[config.mk]
export PLATFORM = sky130hd
export DESIGN_NAME = mul_share_sequencer
export DESIGN_NICKNAME = d
export VERILOG_FILES = /design/src/rtl/mul_share_sequencer.sv
export SDC_FILE = /design/constraint.sdc
export NUM_CORES = 1
export LEC_CHECK = 0
export BUFFER_PORTS_ARGS = -buffer_cell sky130_fd_sc_hd__buf_4
export CAP_MARGIN = 20
export CORE_ASPECT_RATIO = 0.8
export CORE_MARGIN = 2
export CORE_UTILIZATION = 35
export CTS_BUF_LIST = sky130_fd_sc_hd__clkbuf_8 sky130_fd_sc_hd__clkbuf_16
export DETAILED_ROUTE_END_ITERATION = 8
export PLACE_DENSITY_LB_ADDON = 0.3
export REMOVE_ABC_BUFFERS = 1
export SETUP_SLACK_MARGIN = 0.02
export SYNTH_ARGS = -nofsm -noshare
export SYNTH_HDL_FRONTEND = slang
export SYNTH_SLANG_ARGS = --single-unit
export TNS_END_PERCENT = 5
[constraint.sdc]
create_clock -name clk -period 3.7 [get_ports clk]
set_input_delay 0.555 -clock clk [delete_from_list [all_inputs] [get_ports clk]]
set_output_delay 0.555 -clock clk [all_outputs]
set_load 0.1 [all_outputs]
[src/rtl/mul_share_sequencer.sv]
// mul_share_sequencer
// Two-client round-robin front end for one shared 16x16 unsigned multiplier
// cell. A 32x32 request becomes three or four 16x16 partial products. They
// are accumulated into a 64-bit sum, and the requested 32-bit half is
// returned as a one-cycle response pulse.
//
// Handshake: a request transfers on a rising edge where reqN_valid and
// reqN_ready are both high. ready is only offered in IDLE to the granted
// client, and only while that client is valid. The client holds valid and
// its operands until the transfer. resp_valid has no backpressure.
module mul_share_sequencer #(
    parameter int MUL_LATENCY = 1
) (
    input  logic        clk,
    input  logic        reset,
    input  logic        req0_valid,
    output logic        req0_ready,
    input  logic [31:0] req0_a,
    input  logic [31:0] req0_b,
    input  logic        req0_hi,
    input  logic        req1_valid,
    output logic        req1_ready,
    input  logic [31:0] req1_a,
    input  logic [31:0] req1_b,
    input  logic        req1_hi,
    output logic        resp_valid,
    output logic        resp_id,
    output logic [31:0] resp_data,
    output logic [15:0] mul_a,
    output logic [15:0] mul_b,
    input  logic [31:0] mul_p,
    output logic [2:0]  dbg_state
);

    typedef enum logic [2:0] {
        S_IDLE   = 3'd0,
        S_ISSUE0 = 3'd1,
        S_ISSUE1 = 3'd2,
        S_ISSUE2 = 3'd3,
        S_ISSUE3 = 3'd4,
        S_DRAIN  = 3'd5
    } state_t;

    // shift encodes the left shift in units of 16 bits (0, 16 or 32)
    typedef struct packed {
        logic       valid;
        logic [1:0] shift;
        logic       last;
    } tag_t;

    state_t      state, state_next;
    logic        grant;
    logic        prio;
    logic        hs;
    logic [31:0] op_a, op_b;
    logic        op_hi, op_id;
    logic [63:0] acc;
    logic [63:0] term;
    logic [63:0] sum;
    logic [5:0]  shift_amt;
    tag_t        tag_in;
    tag_t        tag_out;
    tag_t        tag_pipe [MUL_LATENCY];

    assign dbg_state = state;
    assign tag_out   = tag_pipe[MUL_LATENCY-1];

    // Arbitration: a lone valid client wins; on a tie the preferred client wins
    always_comb begin
        grant = prio;
        if (req0_valid && !req1_valid)
            grant = 1'b0;
        else if (req1_valid && !req0_valid)
            grant = 1'b1;
    end

    assign req0_ready = (state == S_IDLE) && !reset && req0_valid && !grant;
    assign req1_ready = (state == S_IDLE) && !reset && req1_valid && grant;
    assign hs         = req0_ready || req1_ready;

    // Partial-product term aligned to its weight, and the running sum
    assign shift_amt = {tag_out.shift, 4'b0000};
    assign term      = {32'h0, mul_p} << shift_amt;
    assign sum       = acc + term;

    // FSM state register
    always_ff @(posedge clk) begin
        if (reset)
            state <= S_IDLE;
        else
            state <= state_next;
    end

    // FSM next-state logic
    always_comb begin
        state_next = state;
        case (state)
            S_IDLE:   if (hs) state_next = S_ISSUE0;
            S_ISSUE0: state_next = S_ISSUE1;
            S_ISSUE1: state_next = S_ISSUE2;
            S_ISSUE2: state_next = op_hi ? S_ISSUE3 : S_DRAIN;
            S_ISSUE3: state_next = S_DRAIN;
            S_DRAIN:  if (tag_out.valid && tag_out.last) state_next = S_IDLE;
            default:  state_next = S_IDLE;
        endcase
    end

    // FSM outputs: operand halves to the cell and the tag for each issue.
    // The hi*hi term is skipped for low-half requests, so ISSUE2 ends them.
    always_comb begin
        mul_a        = 16'h0;
        mul_b        = 16'h0;
        tag_in.valid = 1'b0;
        tag_in.shift = 2'd0;
        tag_in.last  = 1'b0;
        case (state)
            S_ISSUE0: begin
                mul_a        = op_a[15:0];
                mul_b        = op_b[15:0];
                tag_in.valid = 1'b1;
            end
            S_ISSUE1: begin
                mul_a        = op_a[31:16];
                mul_b        = op_b[15:0];
                tag_in.valid = 1'b1;
                tag_in.shift = 2'd1;
            end
            S_ISSUE2: begin
                mul_a        = op_a[15:0];
                mul_b        = op_b[31:16];
                tag_in.valid = 1'b1;
                tag_in.shift = 2'd1;
                tag_in.last  = !op_hi;
            end
            S_ISSUE3: begin
                mul_a        = op_a[31:16];
                mul_b        = op_b[31:16];
                tag_in.valid = 1'b1;
                tag_in.shift = 2'd2;
                tag_in.last  = 1'b1;
            end
            default: ;
        endcase
    end

    // Tag pipe tracking the cell latency; clearing it drops in-flight products
    always_ff @(posedge clk) begin
        if (reset) begin
            for (int i = 0; i < MUL_LATENCY; i++)
                tag_pipe[i] <= '0;
        end else begin
            tag_pipe[0] <= tag_in;
            for (int i = 1; i < MUL_LATENCY; i++)
                tag_pipe[i] <= tag_pipe[i-1];
        end
    end

    // Latch the accepted request and move the round-robin preference
    always_ff @(posedge clk) begin
        if (reset) begin
            op_a  <= '0;
            op_b  <= '0;
            op_hi <= 1'b0;
            op_id <= 1'b0;
            prio  <= 1'b0;
        end else if (hs) begin
            op_a  <= grant ? req1_a : req0_a;
            op_b  <= grant ? req1_b : req0_b;
            op_hi <= grant ? req1_hi : req0_hi;
            op_id <= grant;
            prio  <= !grant;
        end
    end

    // Accumulator: cleared on acceptance, adds each returning term
    always_ff @(posedge clk) begin
        if (reset)
            acc <= '0;
        else if (hs)
            acc <= '0;
        else if (tag_out.valid)
            acc <= sum;
    end

    // Response register: pulse on the last term, data and id held afterwards
    always_ff @(posedge clk) begin
        if (reset) begin
            resp_valid <= 1'b0;
            resp_id    <= 1'b0;
            resp_data  <= '0;
        end else begin
            resp_valid <= tag_out.valid && tag_out.last;
            if (tag_out.valid && tag_out.last) begin
                resp_id   <= op_id;
                resp_data <= op_hi ? sum[63:32] : sum[31:0];
            end
        end
    end

endmodule
# --- Word-level counts from Yosys, hierarchy flattened ---
# Memory sizes are Yosys's and may differ from the RTL's.
# Cells that the tools add are included.
# W data, S select, Z words.
word_totals:
  inputBits: 166
  mem_count: 1
  reg_bits: 168
  out_inout_bits: 71
  elab_cells: 64
  mem_bits_rw: 4
  mem_bits_ro: 0
  latch_bits: 0
mem_list:
  columns: ["name", "words", "width", "rd", "rd_clocked_by_memory_dff", "wr", "line", "text"]
  rows:
  - ["tag_pipe", 1, 4, 1, 0, 1, "63", "tag_t tag_pipe [MUL_LATENCY];"]
classes:
  reduce_logical: 24
  n_bitwise: 0
  n_lt_le_gt_ge: 0
  n_addsub: 1
  multipliers: 0
  n_shift: 1
  div_mod_pow: 0
  mux: 20
  n_eq_ne: 7
ops:
  columns: ["op", "n"]
  rows:
  - ["$mux W32", 3]
  - ["$add A64 B64 Y64", 1]
  - ["$pmux W16 S2", 2]
  - ["$shl A32 B6 Y64", 1]
  - ["$pmux W3 S6", 1]
  - ["$reduce_or A2 Y1", 6]
  - ["$mux W1", 9]
  - ["$logic_and A1 B1 Y1", 8]
  - ["$reduce_or A4 Y1", 2]
  - ["$eq A3 B2 Y1 const B", 2]
  - ["$eq A3 B3 Y1 const B", 2]
  - ["$mux W3", 2]
  - ["$logic_not A1 Y1", 5]
  - ["$mux W4", 1]
  - ["$ne A2 B2 Y1 const B", 2]
  - ["$pmux W2 S2", 1]
  - ["$eq A3 B1 Y1 const B", 1]
  - ["$logic_not A3 Y1", 1]
  - ["$pmux W1 S2", 1]
  - ["$reduce_and A2 Y1", 1]
  - ["$logic_or A1 B1 Y1", 1]

# --- Depth between registers and ports, before layout ---
# Gate-level depths: netlist of the first run.
logic_depth:
  depth_word: 9
  depth_mapped: 18
  mapped_depth_nobuf: 15

# --- Worst setup path after synthesis of the first run ---
# No wires, ideal clock.
synth_timing:
  kind: "register -> output"
  from: "register state[1], in the netlist dbg_state[1]"
  to: "output port mul_b[10]"
  n_path_buf: 3
  t_arrival_ns: 4.116
  required_ns: 3.145
  setup_slack_ns: -0.971
  path_stages_with_launch: 7
  cell_sequence: "dfxtp_1 > clkbuf_1 > nor2b_1 > clkbuf_1 > clkbuf_1 > a22oi_1 > o21ai_0"
synth_via:
  elab_chain_len: 3
synth_rtl:
  columns: ["element", "line", "text"]
  rows:
  - ["start, declared", "51", "state_t state, state_next;"]
  - ["start signal, assigned", "91", "state <= state_next;"]
  - ["$eq A3 B3 Y1, or another cell as far along", "116", "case (state)"]
  - ["$reduce_or A2 Y1 (no line)", null, null]
  - ["$pmux W16 S2 *", "116", null]
  - ["end, declared", "30", "output logic [15:0] mul_b,"]
# Mark *: on every way between the ends. The rest lies on a longest branch, timed or not.

# --- Worst setup path in the final report of the first run ---
layout_timing:
  from: "memory tag_pipe[0][1] in the netlist's numbering"
  to: "register acc[58]"
layout_via:
  elab_chain_len: 3
layout_rtl:
  columns: ["element", "line", "text"]
  rows:
  - ["start, declared", "63", null]
  - ["$mem_v2 Z1 W4", null, null]
  - ["$shl A32 B6 Y64", "83", "assign term = {32'h0, mul_p} << shift_amt;"]
  - ["$add A64 B64 Y64", "84", "assign sum = acc + term;"]
  - ["end signal, assigned", "182", "acc <= sum;"]
  - ["end, declared", "57", "logic [63:0] acc;"]
# Every way passes these cells.
# A chain may end at the register's enable or synchronous reset.

==> results.txt, run 1 <==
----------------------------------------------------
[Job]
  Max-Cap Viols ... 0

[Place]
  Count of buffers inserted at the top-level ports ... 236
  Post-DP Area ... 14,800 um2
  RePlAce Congestion ... 0.991
  Post-detailed-placement half-perimeter wirelength ... 34,200 um

[Pwr]
  Switch share ... 0.442
  Power density relative to cell area ... 520 nW/um2
  Fraction of power consumed by combinational cells ... 0.493
  Worst supply voltage drop on vdd ... 0.326 mV
  Total leakage power ... 0.00717 uW
  Clk pwr share ... 0.229
  Part of the total power dissipated in sequential elements ... 0.278
  Cell-internal power ... 4680 uW
  Sw Pwr ... 3700 uW

[Floorplanning]
  Die X ... 208 um
  Number of top-level pins ... 237
  CORE AREA ... 32,600 um2
  Floorplan die area ... 34,700 um2
  Floorplan die height ... 167 um
  Std-Cell Rows ... 59
  Starting density of the core ... 0.357

[Synthesis]
  Arithmetic-cell share of the synthesized area counting full adders, half adders and majority gates ... 0.0705
  Synthesized flop and latch total ... 172
  Synth unique cells ... 85
  Synthesized-area fraction occupied by ao, oa, aoi and oai cells ... 0.287
  Main combinational cell family by area after synthesis ... compound AO/OA/AOI/OAI gates
  Share of the synthesized area in the top cell type ... 0.296
  Async S/R FF share, synth ... 0
  Synthesized area divided by synthesized cell count ... 8.21 um2
  Area leader, netlist ... sky130_fd_sc_hd__dfxtp_1
  Most frequent cell after synthesis ... sky130_fd_sc_hd__nor2_1
  Proportion of synthesized chip area in sequential cells ... 0.296
  Mapped Cells ... 1,418
  Most frequent cells after synthesis ... sky130_fd_sc_hd__nor2_1 (188), sky130_fd_sc_hd__dfxtp_1 (172), sky130_fd_sc_hd__a21oi_1 (114)
  Top_reg_cell synth ... sky130_fd_sc_hd__dfxtp_1
  Fraction of synthesized cell area in xor and xnor cells ... 0.0471
  Area share of and/or/nand/nor cells after synthesis ... 0.172
  Biggest area contributors in the synthesized netlist ... sky130_fd_sc_hd__dfxtp_1 (30%), sky130_fd_sc_hd__ha_1 (6.9%), sky130_fd_sc_hd__nor2_1 (6.1%)
  Syn. warnings ... 0
  Area of the mapped netlist ... 11,600 um2
  Multiplexer area fraction after synthesis ... 0.0716
  Post-synth EDFFs ... 0

[Timing]
  Final setup skew ... 0.0132 ns
  Actual slew at the worst max-slew pin ... 1.06 ns
  Fin. max-slew vios ... 0
  Setup repair after global routing missed its margin ... true
  Count of final hold-check violations ... 0
  Maximum operating frequency ... 276 MHz
  Post-route minimum period ... 3.62 ns
  Final clock period utilization by the worst path ... 0.979
  Final setup vio count ... 0
  Slew margin rel. ... 0.291

[Final layout]
  Share of layout cells above drive strength 1 ... 0.341
  Finished Core Util ... 0.495
  Number of diodes added for antenna fixing ... 0
  Final cell area excluding filler cells ... 16,100 um2
  Synth-to-Final Area Change ... 38.7%
  Number of nets in the final layout ... 1,995

[Clocking]
  Clock transition at the registers of the reported paths ... 0.09 ns
  Clock tree root driver cell ... sky130_fd_sc_hd__clkbuf_16
  TritonCTS Buffers ... 17
  Maximum buffer depth of the clock tree ... 2
  Number of sinks on the clock net ... 172
  Clock network latency to the later pin of the worst-skew pair ... 0.46 ns
  Clock tree from TritonCTS ... yes
  Maximum level of the CTS H-tree ... 4

[Routing]
  Initial DRC Count ... 1,274
  Number of nets with antenna violations after routing ... 0
  Total length of routed wires ... 46,600 um
  Post-detailed-route wirelength per cell ... 21.1 um
  First drt pass iteration count ... 9
  Post-detailed-route via-to-cell ratio ... 5.71
  Total number of vias ... 12,600
  Count of unresolved DRC violations after routing ... 0

[Worst setup path]
  Critical path class ... reg2reg
  Type of destination of the critical path ... register
  Data arrival at the endpoint of the critical path ... 4.02 ns
  Count of cells along the worst register-to-register path ... 16
  Required time at the worst-slack endpoint ... 4.10 ns
  Critical Path Start Type ... register
  Biggest fanout along the worst timing path ... 6

[Global route]
  Wire length of the first global-routing pass ... 69,200 um
  GRT Residual Overflow ... 0
  Largest net degree at the start of global routing ... 68
  Antenna violations before repair ... 0
  Via count of the first global-routing pass ... 11,900
  Global-route usage over all layers ... 0.255

[Min path]
  Count of cells along the worst hold path ... 3
  HP Class ... in2reg

[Status]
  Outcome ... finished clean

----------------------------------------------------
-- placed cells by master (no fill, tap or decap), types with 20 or more instances in the layout --
master and count:
sky130_fd_sc_hd__a22o_1 32, sky130_fd_sc_hd__dfxtp_1 169, sky130_fd_sc_hd__nand2_1 96, sky130_fd_sc_hd__a222oi_1 65
sky130_fd_sc_hd__o21ai_0 68, sky130_fd_sc_hd__a21oi_1 98, sky130_fd_sc_hd__xor2_1 23, sky130_fd_sc_hd__a21o_1 41
sky130_fd_sc_hd__nand4_1 20, sky130_fd_sc_hd__nor2_1 179, sky130_fd_sc_hd__xnor2_1 32, sky130_fd_sc_hd__nand3_1 26
sky130_fd_sc_hd__mux2i_1 59, sky130_fd_sc_hd__nor2b_1 27, sky130_fd_sc_hd__ha_1 53, sky130_fd_sc_hd__buf_4 436
-- area by class of cell --
type                            instances  area, um2
Fill cell                            3226      16500
Tap cell                              427        534
Sequential cell                       172       3450
Multi-Input combinational cell       1110       8080
Inverter                               21       78.8
Clock inverter                         15        199
Timing Repair Buffer                  442       3370
Clock buffer                           17        425
-- power by group through the flow --
stage          logic, uW  registers, uW  clock network, uW
2_1_floorplan       2170           2520                  0
3_3_place_gp        3860           2340                  0
3_5_place_dp        3880           2350                  0
4_1_cts             3930           2310               1960
5_1_grt             4400           2360               2020
6_report            4130           2330               1920
-- through the flow --
| step | std cells | power (uW) | TNS (ns) | hold WS, ns | setup slack [ns] |
|---|---|---|---|---|---|
| final | 2204 | 8380 | 0 | 0.341 | 0.0770 |
| after global routing | 2204 | 8780 | -0.180 | 0.337 | -0.0473 |
| after floorplan | 1302 | 4690 | -130.44 | 0.426 | -1.53 |
| after CTS | 2191 | 8200 | 0 | 0.328 | 0.00362 |
| after global placement | 2158 | 6200 | -8.52 | 0.445 | -0.453 |
| after detailed placement | 2158 | 6230 | -10.83 | 0.449 | -0.464 |
-- cell families (layout without fill, tap and decap cells) --
family | Yosys count | in the layout
flip-flops | 172 | 172
AND/OR/NAND/NOR | 436 | 437
XOR/XNOR | 61 | 61
buffers and inverters | 137 | 495
multiplexers | 81 | 81
adder cells (fa/ha/maj) | 65 | 65
AO/OA/AOI/OAI | 466 | 466
-- state kept, by name (all words and copies together) (netlist names) --
register	cells
acc	64
dbg_state	3
op_a	32
op_b	32
op_hi	1
op_id	1
prio	1
resp_data	32
resp_id	1
resp_valid	1
tag_pipe	4
-- metal layers --
layer  wire length [um]  GRT usage
met3               3920     0.0553
met1              21100      0.364
met5                  0          0
met2              20500      0.385
met4               1030     0.0737
-- worst max-delay path, stage by stage, from the launching register on --
cell and delay, ns:
sky130_fd_sc_hd__dfxtp_4 0.44, sky130_fd_sc_hd__nor2_4 0.09, sky130_fd_sc_hd__and2_4 0.16, sky130_fd_sc_hd__ha_4 0.16
sky130_fd_sc_hd__fa_2 0.38, sky130_fd_sc_hd__a21oi_2 0.19, sky130_fd_sc_hd__a2bb2oi_2 0.19, sky130_fd_sc_hd__a21oi_2 0.09
sky130_fd_sc_hd__o21ai_2 0.19, sky130_fd_sc_hd__nand4_1 0.23, sky130_fd_sc_hd__a32oi_4 0.35, sky130_fd_sc_hd__a31oi_4 0.15
sky130_fd_sc_hd__o21ai_1 0.16, sky130_fd_sc_hd__buf_4 0.18, sky130_fd_sc_hd__nor2_4 0.05, sky130_fd_sc_hd__or4_1 0.46
sky130_fd_sc_hd__nand3_1 0.07
-- path summary, 6_finish.rpt --
path | from | to | slack (ns)
max reg2reg | tag_pipe[0][1] | acc[58] | 0.08
max | tag_pipe[0][1] | acc[58] | 0.08
min reg2reg | resp_data[2] | resp_data[2] | 0.46
min | req1_a[13] | op_a[13] | 0.34
-- repair_timing --
| action | CTS | global route |
|---|---|---|
| setup buffers | 1 | 12 |
| endpoints found under the setup margin | 50 | 49 |
| pin swaps | 10 | 55 |
| resized for setup | 26 | 95 |
| gates cloned | 0 | 2 |
| hold buffers | 0 | 0 |
Power figures use the tool's default switching activity.
==> inputs of run 2 (changes only) <==
- clock period: 3.7 -> 4.5 ns (I/O delays scaled with it)
==> run 2 against run 1 <==
  * Non-clock buffer count down 175
  * Core utilization down 5.8 points
  * Count of clock-buffer cells in the layout unchanged
  * Global-route usage down 1.1 points
  * Design area down 12%
  * First-iteration DRC count up 11%
  * Die area unchanged
  * Routed wire length down 6.3%
  * Via count down 5.1%
  * Critical path depth down 1
  * Largest power group unchanged
  * Highest routed layer unchanged
==> results.txt, run 2 (synthesis results as in run 1) <==
----------------------------------------------------
[Status]
  Outcome ... finished clean

[Worst setup path]
  Launching point of the worst reg2reg path ... tag_pipe[0][1]
  Slack of the worst reg-to-reg path ... 0.24 ns
  Count of cells along the worst register-to-register path ... 15
  Crit path cell chain ... buf_4 -> mux2i_2 -> nor2_1 -> ha_1 -> a21oi_1 -> o221ai_1 -> a21o_1 -> a221o_1 -> o211ai_2 -> a21oi_2 -> a31oi_4 -> o21ai_1 -> a31oi_1 -> xor2_1 -> o21ai_0
  Critical Path Start Type ... register
  CP max stage cell ... sky130_fd_sc_hd__mux2i_2
  Data arrival at the endpoint of the critical path ... 4.60 ns
  Critical path class ... reg2reg
  End of the worst register-to-register path ... resp_data[27]
  Cell family with most CP delay ... compound AO/OA/AOI/OAI gates
  Required time at the worst-slack endpoint ... 4.84 ns
  Biggest fanout along the worst timing path ... 18
  Largest stage delay on the critical path ... 0.46 ns
  Crit path buf inv count ... 1
  Type of destination of the critical path ... register

[Timing]
  Slew margin rel. ... 0.363
  Final setup slack of the worst path ... 0.242 ns
  Post-route minimum period ... 4.26 ns
  Final clock period utilization by the worst path ... 0.946
  Count of final hold-check violations ... 0
  Maximum operating frequency ... 235 MHz
  Setup repair after global routing missed its margin ... false
  Final setup vio count ... 0
  Fin. max-slew vios ... 0
  Final sum of negative setup slack ... 0 ns
  Final setup skew ... 0.0136 ns
  Actual slew at the worst max-slew pin ... 0.954 ns

[Routing]
  Total length of routed wires ... 43,700 um
  Post-detailed-route via-to-cell ratio ... 5.89
  Count of unresolved DRC violations after routing ... 0
  Post-detailed-route wirelength per cell ... 21.5 um
  First drt pass iteration count ... 8
  Initial DRC Count ... 1,419
  Number of nets with antenna violations after routing ... 0
  Total number of vias ... 11,900

[Pwr]
  Cell-internal power ... 3450 uW
  Part of the total power dissipated in sequential elements ... 0.299
  Clk pwr share ... 0.244
  Worst supply voltage drop on vdd ... 0.230 mV
  Power density relative to cell area ... 442 nW/um2
  Sw Pwr ... 2840 uW
  Fraction of power consumed by combinational cells ... 0.456
  Switch share ... 0.451
  Total leakage power ... 0.00620 uW

[Final layout]
  Finished Core Util ... 0.436
  Final instance count without filler cells ... 2,028
  Number of filler cells placed in the layout ... 3,343
  Register name with the most flops ... acc
  Highest-count cells in the layout ignoring fill and taps ... sky130_fd_sc_hd__buf_4 (266), sky130_fd_sc_hd__nor2_1 (188), sky130_fd_sc_hd__dfxtp_1 (171)
  Synth-to-Final Area Change ... 22.3%
  Most frequent standard cell in the layout excluding fill and tap cells ... sky130_fd_sc_hd__buf_4
  Number of diodes added for antenna fixing ... 0
  Share of layout cells above drive strength 1 ... 0.222
  Max FFs per register ... 64
  Final cell area excluding filler cells ... 14,200 um2
  Number of nets in the final layout ... 1,819

[Job]
  Max-Cap Viols ... 0

[Floorplanning]
  Std-Cell Rows ... 59
  Die X ... 208 um
  Number of top-level pins ... 237
  Floorplan die height ... 167 um
  Starting density of the core ... 0.357
  Floorplan die area ... 34,700 um2
  CORE AREA ... 32,600 um2

[Clocking]
  Clock network latency to the later pin of the worst-skew pair ... 0.46 ns
  Quantity of hold-fixing buffers added after cts ... 0
  Maximum buffer depth of the clock tree ... 2
  Clock transition at the registers of the reported paths ... 0.08 ns
  Clock tree root driver cell ... sky130_fd_sc_hd__clkbuf_16
  Number of sinks on the clock net ... 172
  Clock tree from TritonCTS ... yes
  Maximum level of the CTS H-tree ... 4
  TritonCTS Buffers ... 17

[Global route]
  GRT Residual Overflow ... 0
  Via count of the first global-routing pass ... 11,300
  Wire length of the first global-routing pass ... 66,200 um
  Largest net degree at the start of global routing ... 69
  Global-route usage over all layers ... 0.244
  Antenna violations before repair ... 1

[Place]
  Post-detailed-placement half-perimeter wirelength ... 32,400 um
  Count of buffers inserted at the top-level ports ... 236
  Number of placed instances with taps included ... 1,996
  RePlAce Congestion ... 0.961
  Dpl ws ... 0.198 ns
  Post-DP Area ... 13,600 um2

[Min path]
  Worst hold path endpoint ... op_b[16]
  Min-delay src ... req1_b[16]
  HP Class ... in2reg
  Count of cells along the worst hold path ... 3

----------------------------------------------------
-- run 2: repair_timing --
| action | CTS | global route |
|---|---|---|
| resized for setup | 0 | 3 |
| setup endpoints to repair | 0 | 3 |
| setup buffers | 0 | 0 |
-- run 2: cell type report --
cell class | instances | area, um2 | area share
Multi-Input combinational cell | 1109 | 7560 | 0.531
Sequential cell | 172 | 3450 | 0.242
Timing Repair Buffer | 267 | 2020 | 0.142
Tap cell | 427 | 534 | 0.0375
Clock buffer | 17 | 425 | 0.0299
Clock inverter | 15 | 171 | 0.0120
Inverter | 21 | 78.8 | 0.00554
-- run 2: how the worst max path moves through the flow --
stage | from | to | cells after the start
final | tag_pipe[0][1] | resp_data[27] | 15
after global routing | tag_pipe[0][2] | resp_data[30] | 15
after CTS | tag_pipe[0][1] | acc[59] | 15
after detailed placement | mul_p[4] | acc[59] | 15
after global placement | mul_p[4] | resp_data[27] | 15
after floorplan | dbg_state[1] | acc[63] | 5
-- run 2: tightest hold or removal path, stage by stage --
cell and delay (ns):
sky130_fd_sc_hd__buf_4 0.08, sky130_fd_sc_hd__a222oi_1 0.07, sky130_fd_sc_hd__nor2_1 0.08
-- run 2: power groups by stage --
| stage | registers [uW] | logic [uW] | clock network (uW) |
|---|---|---|---|
| floorplan | 2070 | 1780 | 0 |
| global placement | 1910 | 2800 | 0 |
| detailed placement | 1910 | 2820 | 0 |
| CTS | 1880 | 2830 | 1560 |
| global route | 1910 | 3060 | 1620 |
| finish | 1880 | 2870 | 1540 |
-- run 2: metrics by stage --
stage	hold WS (ns)	power, uW
after global routing	0.461	6590
after CTS	0.449	6270
after global placement	0.450	4710
after floorplan	0.426	3860
final	0.461	6290
after detailed placement	0.450	4730
-- run 2: per-layer routing --
metal | global-route usage | vias up | share of wire
li1 | - | 5602 | -
met1 | 0.354 | 5739 | 0.46
met2 | 0.355 | 525 | 0.43
met3 | 0.0528 | 70 | 0.086
met4 | 0.0817 | 0 | 0.029
met5 | 0 | - | 0
==> inputs of run 3 (changes only) <==
- clock period: 4.5 -> 5.4 ns (I/O delays scaled with it)
==> run 3 against run 2 <==
  * Die area unchanged
  * Critical path type unchanged
  * Clock power down 14%
  * Global-route usage down 0.13 points
  * Design area is 0.44% lower
  * Clock skew decreased by 0.00089 ns
  * Non-clock buffer count fell by 9
  * Combinational power decreased by 17%
  * Count of clock-buffer cells in the layout unchanged
==> results.txt, run 3 (synthesis results as in run 1) <==
----------------------------------------------------
[Status]
  Outcome ... finished clean

[Worst setup path]
  Count of cells along the worst register-to-register path ... 15
  Crit path buf inv count ... 0
  Required time at the worst-slack endpoint ... 5.77 ns
  Critical Path Start Type ... register
  CP max stage cell ... sky130_fd_sc_hd__dfxtp_1
  Critical path class ... reg2reg
  Largest stage delay on the critical path ... 0.65 ns
  Type of destination of the critical path ... register
  Cell family with most CP delay ... compound AO/OA/AOI/OAI gates
  Biggest fanout along the worst timing path ... 16
  Crit path cell chain ... nor2_1 -> and2_1 -> ha_1 -> fa_1 -> a21oi_1 -> a2bb2oi_1 -> a21oi_1 -> o21ai_1 -> nand4_1 -> a32oi_1 -> a31oi_1 -> o21ai_1 -> o21ai_0 -> xnor2_1 -> a311oi_1
  Cell depth of the worst setup path ... 15
  Data arrival at the endpoint of the critical path ... 5.19 ns

[Clocking]
  Maximum buffer depth of the clock tree ... 2
  Clock network latency to the later pin of the worst-skew pair ... 0.47 ns
  Number of sinks on the clock net ... 172
  PostCTS Resize Cnt ... 0
  Quantity of hold-fixing buffers added after cts ... 0
  Buffer count from post-CTS setup fixing ... 0
  Clock transition at the registers of the reported paths ... 0.08 ns
  TritonCTS Buffers ... 17
  Maximum level of the CTS H-tree ... 4
  Clock tree from TritonCTS ... yes
  Clock tree root driver cell ... sky130_fd_sc_hd__clkbuf_16

[Floorplanning]
  Floorplan die area ... 34,700 um2
  Die X ... 208 um
  CORE AREA ... 32,600 um2
  Std-Cell Rows ... 59
  Number of top-level pins ... 237
  Floorplan die height ... 167 um
  Starting density of the core ... 0.357

[Min path]
  HP Class ... reg2reg
  Count of cells along the worst hold path ... 2

[Final layout]
  Most frequent standard cell in the layout excluding fill and tap cells ... sky130_fd_sc_hd__buf_4
  Number of filler cells placed in the layout ... 3,300
  Final instance count without filler cells ... 2,019
  Highest-count cells in the layout ignoring fill and taps ... sky130_fd_sc_hd__buf_4 (258), sky130_fd_sc_hd__nor2_1 (188), sky130_fd_sc_hd__dfxtp_1 (171)
  Number of nets in the final layout ... 1,810
  Share of layout cells above drive strength 1 ... 0.216
  Reg area ... 3450 um2
  Area used by multi-input combinational logic ... 7550 um2
  Max FFs per register ... 64
  Synth-to-Final Area Change ... 21.8%
  Final cell area excluding filler cells ... 14,200 um2
  Register name with the most flops ... acc
  Number of diodes added for antenna fixing ... 0

[Routing]
  First drt pass iteration count ... 7
  Post-detailed-route via-to-cell ratio ... 5.86
  Total length of routed wires ... 43,700 um
  Post-detailed-route wirelength per cell ... 21.6 um
  Count of unresolved DRC violations after routing ... 0
  Initial DRC Count ... 1,124
  Number of nets with antenna violations after routing ... 0
  Total number of vias ... 11,800

[Global route]
  Largest net degree at the start of global routing ... 74
  Most used routing layer ... met2
  Met2 global-route usage ... 0.358
  Via count of the first global-routing pass ... 11,100
  Met1 Usage GRT ... 0.347
  GRT Residual Overflow ... 0
  Wire length of the first global-routing pass ... 65,600 um
  Antenna violations before repair ... 0
  Global-route usage over all layers ... 0.243
  Met3 track demand over resource ... 0.0619

[Timing]
  Setup repair after global routing missed its margin ... false
  Slew margin rel. ... 0.285
  Final sum of negative setup slack ... 0 ns
  Final clock period utilization by the worst path ... 0.894
  Final setup vio count ... 0
  Post-route minimum period ... 4.83 ns
  Maximum operating frequency ... 207 MHz
  Actual slew at the worst max-slew pin ... 1.07 ns
  Final setup skew ... 0.0127 ns
  Fin. max-slew vios ... 0
  Count of final hold-check violations ... 0

[Place]
  Post-detailed-placement half-perimeter wirelength ... 32,500 um
  Post-DP Area ... 13,500 um2
  Count of buffers inserted at the top-level ports ... 236
  RePlAce Congestion ... 0.988
  Number of placed instances with taps included ... 1,986

[Job]
  Max-Cap Viols ... 0

[Pwr]
  Worst supply voltage drop on vdd ... 0.211 mV
  Power density relative to cell area ... 372 nW/um2
  Total leakage power ... 0.00616 uW

----------------------------------------------------
[run 3: changes by cell type in the layout (fill, tap and decap cells not counted), sizes merged]
cell,previous run,this run
buf,267,258
bufinv,0,1
clkinv,7,8
clkinvlp,2,1
inv,27,26
[run 3: metrics by stage]
step / total power [uW] / setup WS [ns] / utilization / hold WS (ns)
2_1_floorplan: 3210 / 0.0961 / - / 0.426
3_3_place_gp: 3920 / 0.854 / 0.415 / 0.446
3_5_place_dp: 3930 / 0.704 / 0.415 / 0.446
4_1_cts: 5260 / 0.652 / 0.434 / 0.457
5_1_grt: 5520 / 0.265 / 0.434 / 0.483
6_report: 5270 / 0.574 / 0.434 / 0.455
[run 3: path summary, 6_finish.rpt]
| path | endpoint | startpoint | slack [ns] |
|---|---|---|---|
| max | resp_data[30] | tag_pipe[0][1] | 0.57 |
| min | resp_data[2] | resp_data[2] | 0.45 |
| max reg2reg | resp_data[30] | tag_pipe[0][1] | 0.57 |
| min reg2reg | resp_data[2] | resp_data[2] | 0.45 |
[run 3: cell type report]
type,instances,area share
Clock buffer,17,0.0300
Clock inverter,15,0.0140
Inverter,21,0.00556
Multi-Input combinational cell,1109,0.533
Sequential cell,172,0.243
Tap cell,427,0.0377
Timing Repair Buffer,258,0.137
[run 3: metal layers]
metal,part of all wire,vias up
met1,0.46,5715
met2,0.43,452
met4,0.024,0
met5,0,-
li1,-,5592
met3,0.083,66
[run 3: power by group]
part / internal, uW / switching, uW
clock: 671 / 655
combinational: 803 / 1570
sequential: 1430 / 136
total: 2910 / 2360
[run 3: tightest hold or removal path, delay by kind of cell, from the launching register on]
| kind | cells | cell delay, ns |
|---|---|---|
| AOI/OAI and AO/OA | 1 | 0.05 |
| and+or+nand+nor | 1 | 0.05 |
| DFF | 1 | 0.31 |
